`src/rtl/inst_mem_loader_pkg.sv`:
```
// Shared definitions for the instruction-memory loader: FSM encoding, word
// geometry and the base-address alignment helper.
package inst_mem_loader_pkg;

  typedef enum logic [1:0] {
    LDR_IDLE    = 2'd0,
    LDR_COLLECT = 2'd1,
    LDR_WRITE   = 2'd2,
    LDR_DONE    = 2'd3
  } ldr_state_e;

  localparam int WORD_BYTES = 4;
  localparam int ADDR_W     = 32;
  localparam logic [ADDR_W-1:0] WORD_STRIDE = ADDR_W'(WORD_BYTES);

  // Word-align a byte address by dropping the two byte-offset bits.
  function automatic logic [ADDR_W-1:0] align_word(input logic [ADDR_W-1:0] addr);
    return addr & ~ADDR_W'(WORD_BYTES - 1);
  endfunction

endpackage

```
`src/rtl/inst_mem_loader_byte_packer.sv`:
```
// Packs a little-endian byte stream into words: the first byte of a word lands
// in the low lane. The finished word is published only when its last byte arrives.
module inst_mem_loader_byte_packer
  import inst_mem_loader_pkg::*;
#(
  parameter int BYTE_W = 8,
  parameter int DATA_W = WORD_BYTES * BYTE_W
) (
  input  logic              clk,
  input  logic              rst,
  input  logic              clear,
  input  logic              push,
  input  logic [BYTE_W-1:0] in_byte,
  output logic [DATA_W-1:0] word,
  output logic              full
);

  localparam int IDX_W = $clog2(WORD_BYTES);
  localparam logic [IDX_W-1:0] LAST_IDX = IDX_W'(WORD_BYTES - 1);

  logic [IDX_W-1:0]         byte_idx;
  logic [DATA_W-BYTE_W-1:0] stage;

  assign full = push && (byte_idx == LAST_IDX);

  // Lower bytes collect in stage; word only changes when the last byte lands,
  // so the value presented to memory stays stable between writes.
  always_ff @(posedge clk) begin
    // NOTE: state registers use non-blocking assignments so every flop samples
    // pre-edge values regardless of statement order.
    if (rst) begin
      byte_idx <= '0;
      stage    <= '0;
      word     <= '0;
    end else if (clear) begin
      byte_idx <= '0;
    end else if (push) begin
      if (full) begin
        word     <= {in_byte, stage};
        byte_idx <= '0;
      end else begin
        stage[BYTE_W*byte_idx +: BYTE_W] <= in_byte;
        byte_idx                         <= byte_idx + 1'b1;
      end
    end
  end

endmodule

```
`src/rtl/inst_mem_loader.sv`:
```
// Write side of the instruction memory: streams bytes in over valid/ready and
// writes packed little-endian words to consecutive word addresses.
module inst_mem_loader
  import inst_mem_loader_pkg::*;
#(
  parameter int DATA_W = 32,
  parameter int BYTE_W = 8,
  parameter int CNT_W  = 16
) (
  input  logic              clk,
  input  logic              rst,
  input  logic              start,
  input  logic [31:0]       base_addr,
  input  logic [CNT_W-1:0]  word_count,
  input  logic              in_valid,
  input  logic [BYTE_W-1:0] in_byte,
  output logic              in_ready,
  output logic              mem_we,
  output logic [31:0]       mem_addr,
  output logic [DATA_W-1:0] mem_wdata,
  output logic              busy,
  output logic              done
);

  ldr_state_e       state, state_next;
  logic [31:0]      cur_addr;
  logic [CNT_W-1:0] words_left;
  logic             push;
  logic             packer_clear;
  logic             word_full;

  assign push         = in_valid && in_ready;
  assign packer_clear = ((state == LDR_IDLE) && start) || (state == LDR_WRITE);

  inst_mem_loader_byte_packer #(
    .BYTE_W (BYTE_W),
    .DATA_W (DATA_W)
  ) u_packer (
    .clk     (clk),
    .rst     (rst),
    .clear   (packer_clear),
    .push    (push),
    .in_byte (in_byte),
    .word    (mem_wdata),
    .full    (word_full)
  );

  always_ff @(posedge clk) begin
    if (rst) state <= LDR_IDLE;
    else     state <= state_next;
  end

  // Outputs depend on state only, so no input reaches an output in the same cycle.
  always_comb begin
    // NOTE: every signal gets a default before the case so no path leaves one
    // unassigned, which would otherwise infer a latch.
    state_next = state;
    in_ready   = 1'b0;
    mem_we     = 1'b0;
    busy       = 1'b0;
    done       = 1'b0;
    unique case (state)
      LDR_IDLE: begin
        if (start) state_next = (word_count != '0) ? LDR_COLLECT : LDR_DONE;
      end
      LDR_COLLECT: begin
        in_ready = 1'b1;
        busy     = 1'b1;
        if (word_full) state_next = LDR_WRITE;
      end
      LDR_WRITE: begin
        mem_we     = 1'b1;
        busy       = 1'b1;
        state_next = (words_left == CNT_W'(1)) ? LDR_DONE : LDR_COLLECT;
      end
      LDR_DONE: begin
        done       = 1'b1;
        state_next = LDR_IDLE;
      end
      default: state_next = LDR_IDLE;
    endcase
  end

  // mem_addr is captured on entry to WRITE so it holds while cur_addr advances.
  always_ff @(posedge clk) begin
    if (rst) begin
      cur_addr   <= '0;
      words_left <= '0;
      mem_addr   <= '0;
    end else begin
      unique case (state)
        LDR_IDLE: begin
          if (start && (word_count != '0)) begin
            cur_addr   <= align_word(base_addr);
            words_left <= word_count;
          end
        end
        LDR_COLLECT: begin
          if (word_full) mem_addr <= cur_addr;
        end
        LDR_WRITE: begin
          cur_addr   <= cur_addr + WORD_STRIDE;
          words_left <= words_left - CNT_W'(1);
        end
        default: ;
      endcase
    end
  end

endmodule

```
`config.mk`:
```
export PLATFORM = sky130hd
export DESIGN_NAME = inst_mem_loader
export DESIGN_NICKNAME = d
export VERILOG_FILES = /design/src/rtl/inst_mem_loader_pkg.sv /design/src/rtl/inst_mem_loader_byte_packer.sv /design/src/rtl/inst_mem_loader.sv
export SDC_FILE = /design/constraint.sdc
export NUM_CORES = 1
export LEC_CHECK = 0
export CAP_MARGIN = 20
export CORE_UTILIZATION = 47
export DETAILED_ROUTE_END_ITERATION = 6
export PLACE_DENSITY = 0.76
export SETUP_SLACK_MARGIN = 0.15
export SLEW_MARGIN = 0
export SYNTH_ARGS = -nofsm -noshare
export SYNTH_HDL_FRONTEND = slang
export SYNTH_HIERARCHICAL = 1
export SYNTH_SLANG_ARGS = --single-unit
```
`constraint.sdc`:
```
create_clock -name clk -period 2.5 [get_ports clk]
set_clock_uncertainty 0.15 [all_clocks]
set_input_delay 0.5 -clock clk [delete_from_list [all_inputs] [get_ports clk]]
set_output_delay 0.5 -clock clk [all_outputs]
set_load 0.05 [all_outputs]
```
# [Word level (Yosys, flattened, before mapping)]
# Cells that the tools add are included.
[totals] ram_bits=0 latch_bits=0 out_inout_bits=68 n_memories=0 reg_bits=140 wordCells=53 in_bits=60 romBits=0
[op_classes] muxes=15 div=0 n_mul=0 order_cmp=0 n_addsub=4 n_reduce_logical=15 bitwise_logic=2 n_eq_ne=8 shift=2
[op_table] op="$pmux W32 S2" n=1
[op_table] op="$neg A5 Y34" n=1
[op_table] op="$shift A8 B34 Y24 const A" n=1
[op_table] op="$shiftx A8 B34 Y24" n=1
[op_table] op="$add A32 B3 Y32 const B" n=1
[op_table] op="$mux W32" n=1
[op_table] op="$pmux W16 S2" n=1
[op_table] op="$bwmux W24" n=1
[op_table] op="$eq A16 B1 Y1 const B" n=1
[op_table] op="$mux W16" n=1
[op_table] op="$reduce_bool A16 Y1" n=1
[op_table] op="$sub A16 B1 Y16 const B" n=1
[op_table] op="$mux W2" n=5
[op_table] op="$pmux W2 S4" n=1
[op_table] op="$eq A2 B2 Y1 const B" n=3
[op_table] op="$reduce_and A2 Y1" n=3
[op_table] op="$reduce_and A3 Y1" n=2
[op_table] op="$logic_and A1 B1 Y1" n=4
[op_table] op="$mux W1" n=4
[op_table] op="$ne A2 B1 Y1 const B" n=2
[op_table] op="$reduce_or A2 Y1" n=2
[op_table] op="$add A2 B1 Y2 const B" n=1
[op_table] op="$eq A2 B1 Y1 const B" n=1
[op_table] op="$logic_not A2 Y1" n=1
[op_table] op="other kinds (4)" n=5

# [Logic depth before layout (Yosys ltp)]
# Gate-level depths: netlist of the first run.
[depth] word_depth=6 depth_mapped=12 depth_no_buf=8

# [By module]
# Netlist of the first run, hierarchy kept.
[by_module_without_submodules] mod="inst_mem_loader" instances=1 seq_area_each_um2=1561.5 area_each_um2=4257.8 cells_per_inst=575
[by_module_without_submodules] mod="inst_mem_loader_byte_packer" instances=1 seq_area_each_um2=1161.1 area_each_um2=2329.7 cells_per_inst=274

# [Worst setup path before layout of the first run]
# Ideal clock, no wire load.
[synth_timing] path_type="register -> register" start="register state[0]" end="register u_packer.stage[18]" arrival_time_ns=2.512 path_buffers=4 path_stages_with_launch=12 synth_period_minus_slack_ns=2.735 setup_ns=0.072 path_slack_ns=-0.235 required_time_ns=2.278 cell_sequence="dfxtp_1 -> inv_1 -> ha_1 -> buf_2 -> inv_2 -> clkbuf_1 -> clkbuf_1 -> nand2_1 -> and4bb_2 -> buf_4 -> nand3_1 -> a21oi_1"
[synth_between] elab_cells_between_ends=11 cone_classes="eq/ne: 2; mux: 1; bitwise: 2; reduce/logical: 6"
[synth_rtl] item="from (decl)" line_no="inst_mem_loader.sv:25" source="ldr_state_e state, state_next;"
[synth_rtl] item="from (signal assigned)" line_no="inst_mem_loader.sv:50" source="else state <= state_next;"
[synth_rtl] item="$logic_not A2 Y1" line_no="inst_mem_loader.sv:33" source="assign packer_clear = ((state == LDR_IDLE) && start) || (state == LDR_WRITE);"
[synth_rtl] item="$logic_and A1 B1 Y1" line_no="inst_mem_loader.sv:33"
[synth_rtl] item="$logic_or A1 B1 Y1 *" line_no="inst_mem_loader.sv:33"
[synth_rtl] item="named net packer_clear" line_no="inst_mem_loader.sv:29" source="logic packer_clear;"
[synth_rtl] item="$not A1 Y1 (no source line) *"
[synth_rtl] item="$reduce_and A3 Y1 (no source line) *"
[synth_rtl] item="to (signal, indexed assignment)" line_no="inst_mem_loader_byte_packer.sv:42" source="stage[BYTE_W*byte_idx +: BYTE_W] <= in_byte;"
[synth_rtl] item="to (decl)" line_no="inst_mem_loader_byte_packer.sv:22" source="logic [DATA_W-BYTE_W-1:0] stage;"
# Mark *: on every way through the listed nets, which the timed path passes. The rest lies on a longest branch.
# A chain may end at the register's enable or synchronous reset.

# [Worst setup path in the final report of the first run]
[layout_timing] start="register mem_addr[20]" end="output port mem_addr[20]"
[layout_rtl] item="from (decl)" line_no="inst_mem_loader.sv:19" source="output logic [31:0] mem_addr,"
[layout_rtl] item="from (signal assigned)" line_no="inst_mem_loader.sv:99" source="if (word_full) mem_addr <= cur_addr;"
# No word-level cell between the ends.

==> flow_summary.ini, run 1 <==
[placement]
place.gp.congestion = 0.8589
dp_slack_ns = -0.1694
numPortBuffers = 123
dp_hpwl_mm = 12.22

[floorplan]
rows = 42
pin_count = 128
dieArea_sq_mm = 0.01449
initial_core_util_pct = 48.97
core_area_sq_mm = 0.01345
die_x_um = 120.4
fp.dieH_um = 120.4

[global_routing]
antenna_found_initial = 0
grtUsageTotal_pct = 24.96
grt_pass1_vias = 5769
grt_overflow = 0
grt_pass1_wl_mm = 28.97
grt_max_degree = 46

[logic_synthesis]
netlist_area_sq_mm = 0.006588
ys.flop_type = dfxtp_1
ys_warn_count = 6
synth-seq-area-share_pct = 41.33
synth.largest_area_cell = dfxtp_1
avgSynthCellArea_sq_um = 7.759
ys_ff_latch = 136
ys_types = 60
synth_top_area_share_pct = 41.33
synth_edf_count = 0
synthCells = 849
async_flop_share_pct = 0
synth.area.top_cells = dfxtp_1 (41%), nand2_1 (11%), a21oi_1 (9.4%)

[route]
ant_nets = 0
avgViaCountPerCell = 5.665
drc = 0
num_vias = 6549
wirelength_mm = 17.85
first_pass_iters = 5
wl_per_cell_um = 15.44
drtIter0Drc = 681

[finish]
finalNetCount = 1040
n_antenna_cell = 0
utilization_pct = 65.34
syn_to_final_growth_pct = 33.43
final_cell_mix = nand2_1 (200), dfxtp_1 (136), a21oi_1 (124)
layout_commonest_cell = nand2_1
drive_above_1_share_pct = 11.84

[clock_tree]
cts.reportedPaths.clkPinSlew_ns = 0.06
post_cts_buffers = 0
clk_latency_ns = 0.42
root_buffer = clkbuf_16
ctsHtreeMaxLevel = 4
clock_sinks = 136
clock_path_buffers = 2
cts_tree = done
cts_buffers = 17

[pwr]
max-vdd-ir-drop_mv = 0.7605
leakagePower_nw = 2.939
power_density_mw_per_mm2 = 915.3

[worst_setup_path]
arrival_ns = 1.62
start_kind = flip-flop
crit_path_cell_trace = clkdlybuf4s50_1
critPathRequiredTime_ns = 1.85
critPathTopFamily = buffers and inverters
cp_slowest_cell = clkdlybuf4s50_1
slowest_delay_ns = 0.82
worst-setup-path-type = flip-flop to output pin
end_kind = output pin
crit_path_max_fanout = 2
path_buf_inv = 1

[sta]
timing.slew.headroom_pct = 62.85
setup_ws_ns = 0.2314
rsz0062_at_grt = no
finalCritPeriodShare_pct = 90.74
period_minus_slack_ns = 2.269
worstMarginPinSlew_ns = 0.5555
tns_ns = 0
setup_violations = 0
hold_violations = 0
fmax_mhz = 440.8
slew_viol_final = 0

[outcome]
status = finished clean

[flow_run]
maxCapViolations = 0

[hold_path]
hp-class = flip-flop to flip-flop
[registers in the layout, summed over array words and instances (netlist names)]
signal	cells
cur_addr	30
mem_addr	30
state	2
u_packer/byte_idx	2
u_packer/stage	24
u_packer/word	32
words_left	16
[power breakdown]
part | switching, W | internal, W
Sequential | 0.000348 | 0.00246
Combinational | 0.00151 | 0.00110
Clock | 0.000938 | 0.00169
[stage by stage]
stage,cell area [sq um],power [W],hold WS [ns],cells
floorplan,6606,0.004564,0.2821,850
global placement,8112,0.005291,0.2894,1125
detailed placement,8112,0.005339,0.2935,1125
CTS,8727,0.007961,0.3028,1156
global route,8790,0.008496,0.3125,1156
finish,8790,0.008045,0.3020,1156
[Yosys cell counts, types with 4 or more instances]
cell type / instances
nand2_1: 200
dfxtp_1: 136
a21oi_1: 124
nand3_1: 45
o21ai_0: 34
clkbuf_1: 33
nor2_1: 18
inv_1: 16
nor3_1: 16
buf_2: 14
a211oi_1: 13
nor4_1: 13
ha_1: 12
nor2b_1: 12
o32ai_1: 12
a21oi_2: 11
o22ai_1: 9
buf_1: 8
nand2b_1: 8
nand4_1: 8
or3_1: 8
and2_1: 7
buf_4: 7
buf_6: 6
o21a_1: 6
and3_1: 5
mux2i_1: 5
and4bb_2: 4
o31a_1: 4
or4_1: 4
[routing by layer]
metal	part of all wire [%]	global-route usage [%]
met5	0	0
met3	5.2	4.670
met4	2.2	10.65
met2	45	36.46
met1	47	35.72
[tightest hold or removal path, stage by stage (launching register included)]
cell	delay [ns]
dfxtp_1	0.31
nand2_1	0.05
a21oi_1	0.05
[what timing repair did]
action,in CTS,in global routing
resized for setup,1,12
setup endpoints to repair,1,46
hold buffers,0,0
pin swaps,0,1
[layout make-up]
| type | instances | area [sq um] |
|---|---|---|
| clock inverter | 12 | 173.9 |
| tap | 176 | 220.2 |
| sequential | 136 | 2723 |
| timing repair buffer | 168 | 1628 |
| multi-input combinational | 628 | 3538 |
| inverter | 17 | 63.81 |
| clock buffer | 19 | 442.9 |
| fill | 1199 | 4663 |
[cells by family after synthesis]
group,Yosys count,share of synthesized area (%)
DFF,136,41.33
AOI/OAI and AO/OA,239,21.94
muxes,5,0.7598
buffers and inverters,86,6.268
adders and majority gates,12,2.279
other,1,0.05693
and+or+nand+nor,370,27.37
[path summary, 6_finish.rpt]
| kind | start | slack [ns] | end | cells after the start |
|---|---|---|---|---|
| setup / recovery | mem_addr[20] | 0.23 | mem_addr[20] | 1 |
| hold reg to reg | u_packer/stage[23] | 0.30 | u_packer/stage[23] | 2 |
| hold / removal | u_packer/stage[23] | 0.30 | u_packer/stage[23] | 2 |
| setup reg to reg | state[1] | 0.28 | cur_addr[26] | 9 |
Power figures use the tool's default switching activity.
==> inputs of run 2 (changes only) <==
Settings changed: ABC_AREA from default to 1, CORE_UTILIZATION 47 to 48, CTS_CLUSTER_DIAMETER from default to 30, PLACE_DENSITY 0.76 to 0.77.
==> flow_summary.ini, run 2 <==
[finish]
largest_reg_flops = 32
layout_commonest_cell = nand2_1
reg_top3 = u_packer/word: 32 flops, cur_addr: 30 flops, mem_addr: 30 flops
finalNetCount = 1252
syn_to_final_growth_pct = 27.70
top_register = u_packer/word
final_cell_count_no_fill = 1373
final_cell_mix = nand2_1 (245), nor2_1 (220), dfxtp_1 (136)
drive_above_1_share_pct = 6.454
n_antenna_cell = 0

[logic_synthesis]
synth_compound_area_share_pct = 15.98
netlist_area_sq_mm = 0.006962
synth_adder_area_share_pct = 2.157
synth_xor_area_share_pct = 0.3774
synth_edf_count = 0
synthSimpleGateAreaFrac_pct = 33.14
ys.flop_type = dfxtp_1
synthMuxAreaShare_pct = 0
ys_ff_latch = 136
ys_types = 35
avgSynthCellArea_sq_um = 6.482
post-synth-top-count-cell = nand2_1
synthCells = 1074
async_flop_share_pct = 0
synth-seq-area-share_pct = 39.11
ys_warn_count = 6
synth_top_family_by_area = simple AND/OR/NAND/NOR gates
synth.largest_area_cell = dfxtp_1
synth.area.top_cells = dfxtp_1 (39%), nand2_1 (13%), nor2_1 (12%)
synth_top_area_share_pct = 39.11
yosys-top-cells-count = nand2_1 (246), nor2_1 (220), dfxtp_1 (136)

[route]
wirelength_mm = 18.89
ant_nets = 0
drtIter0Drc = 558
num_vias = 7071
drc = 0
wl_per_cell_um = 13.76
first_pass_iters = 5
avgViaCountPerCell = 5.150

[worst_setup_path]
slowest_delay_ns = 0.82
critPathRequiredTime_ns = 1.85
worst-setup-path-type = flip-flop to output pin
arrival_ns = 1.63
rrSetupSlack_ns = 0.37
path_buf_inv = 1
crit_path_cell_trace = clkdlybuf4s50_1
crit_path_max_fanout = 2
cp_slowest_cell = clkdlybuf4s50_1
critPathTopFamily = buffers and inverters
end_kind = output pin
start_kind = flip-flop

[global_routing]
antenna_found_initial = 0
grt_pass1_vias = 6593
grt_pass1_wl_mm = 30.84
grt_max_degree = 64
grtUsageTotal_pct = 26.10
grt_overflow = 0

[clock_tree]
root_buffer = clkbuf_16
clock_sinks = 136
clock_path_buffers = 2
ctsHtreeMaxLevel = 4
clk_latency_ns = 0.42
cts_tree = done
cts_buffers = 17
holdBufCountCts = 0
cts.reportedPaths.clkPinSlew_ns = 0.06
post_cts_buffers = 0

[placement]
numPortBuffers = 123
place.gp.congestion = 0.8818
dp_slack_ns = 0.02604
dp_hpwl_mm = 12.97
place_inst = 1341

[floorplan]
dieArea_sq_mm = 0.01499
core_area_sq_mm = 0.01399
rows = 43
die_x_um = 122.4
fp.dieH_um = 122.4
initial_core_util_pct = 49.77
pin_count = 128

[pwr]
p_total_w = 0.008440
power_density_mw_per_mm2 = 949.4
leakagePower_nw = 3.707
max-vdd-ir-drop_mv = 1.025

[outcome]
status = finished clean

[sta]
worstMarginPinSlew_ns = 0.5348
hold_violations = 0
slew_viol_final = 0
setup_ws_ns = 0.2226
tns_ns = 0
timing.slew.headroom_pct = 64.24
fmax_mhz = 439.1
period_minus_slack_ns = 2.277
rsz0062_at_grt = no
finalCritPeriodShare_pct = 91.10
setup_violations = 0

[flow_run]
maxCapViolations = 0

[hold_path]
hp-class = flip-flop to flip-flop
run 2: final timing paths:
path / from / to / cells past startpoint
max: mem_addr[30] / mem_addr[30] / 1
max reg2reg: state[0] / cur_addr[13] / 10
min reg2reg: u_packer/stage[10] / u_packer/word[10] / 2
min: u_packer/stage[10] / u_packer/word[10] / 2
run 2: worst reg2reg max path: cells and delay by family, from the launching register on:
kind                     cells  cell delay [ns]
buffers and inverters        3             0.45
flip-flops                   1             0.34
AO/OA/AOI/OAI                2             0.42
AND/OR/NAND/NOR              4             0.40
adder cells (fa/ha/maj)      1             0.28
run 2: power by group:
group	total, W	internal, W	switching [W]
clock	0.00230	0.00130	0.00100
combinational	0.00326	0.00113	0.00213
sequential	0.00288	0.00252	0.000360
total	0.00844	0.00495	0.00349
run 2: per-layer routing:
layer | wire (um) | track usage, % | vias to the layer above
met2 | 9093 | 43.68 | 191
met4 | 296 | 9.832 | 0
met1 | 8459 | 32.87 | 3212
li1 | - | - | 3642
met5 | 0 | 0 | -
met3 | 1043 | 5.390 | 26
run 2: metrics by stage:
stage	hold slack [ns]	area (sq um)	utilization (%)
2_1_floorplan	0.2792	6968	-
3_3_place_gp	0.2917	8347	59.67
3_5_place_dp	0.2939	8347	59.67
4_1_cts	0.3048	8887	63.53
5_1_grt	0.3231	8890	63.55
6_report	0.3078	8890	63.55
run 2: final cells by class:
class,count,area (sq um)
Multi-Input combinational cell,792,3608
Sequential cell,136,2723
Tap cell,180,225.2
Clock inverter,13,98.84
Clock buffer,19,442.9
Fill cell,1338,5099
Timing Repair Buffer,138,1435
Inverter,95,356.6
run 2: logic make-up after synthesis:
logic type,Yosys count
other,1
and+or+nand+nor,556
buffers and inverters,147
DFF,136
adders and majority gates,12
xor gates and xnor gates,3
AOI/OAI and AO/OA,219
run 2: timing repair:
action                                  4_1_cts  5_1_grt
endpoints found under the setup margin        1       36
hold endpoints to repair                      0        0
gates cloned                                  0        0
resized for setup                             1        2
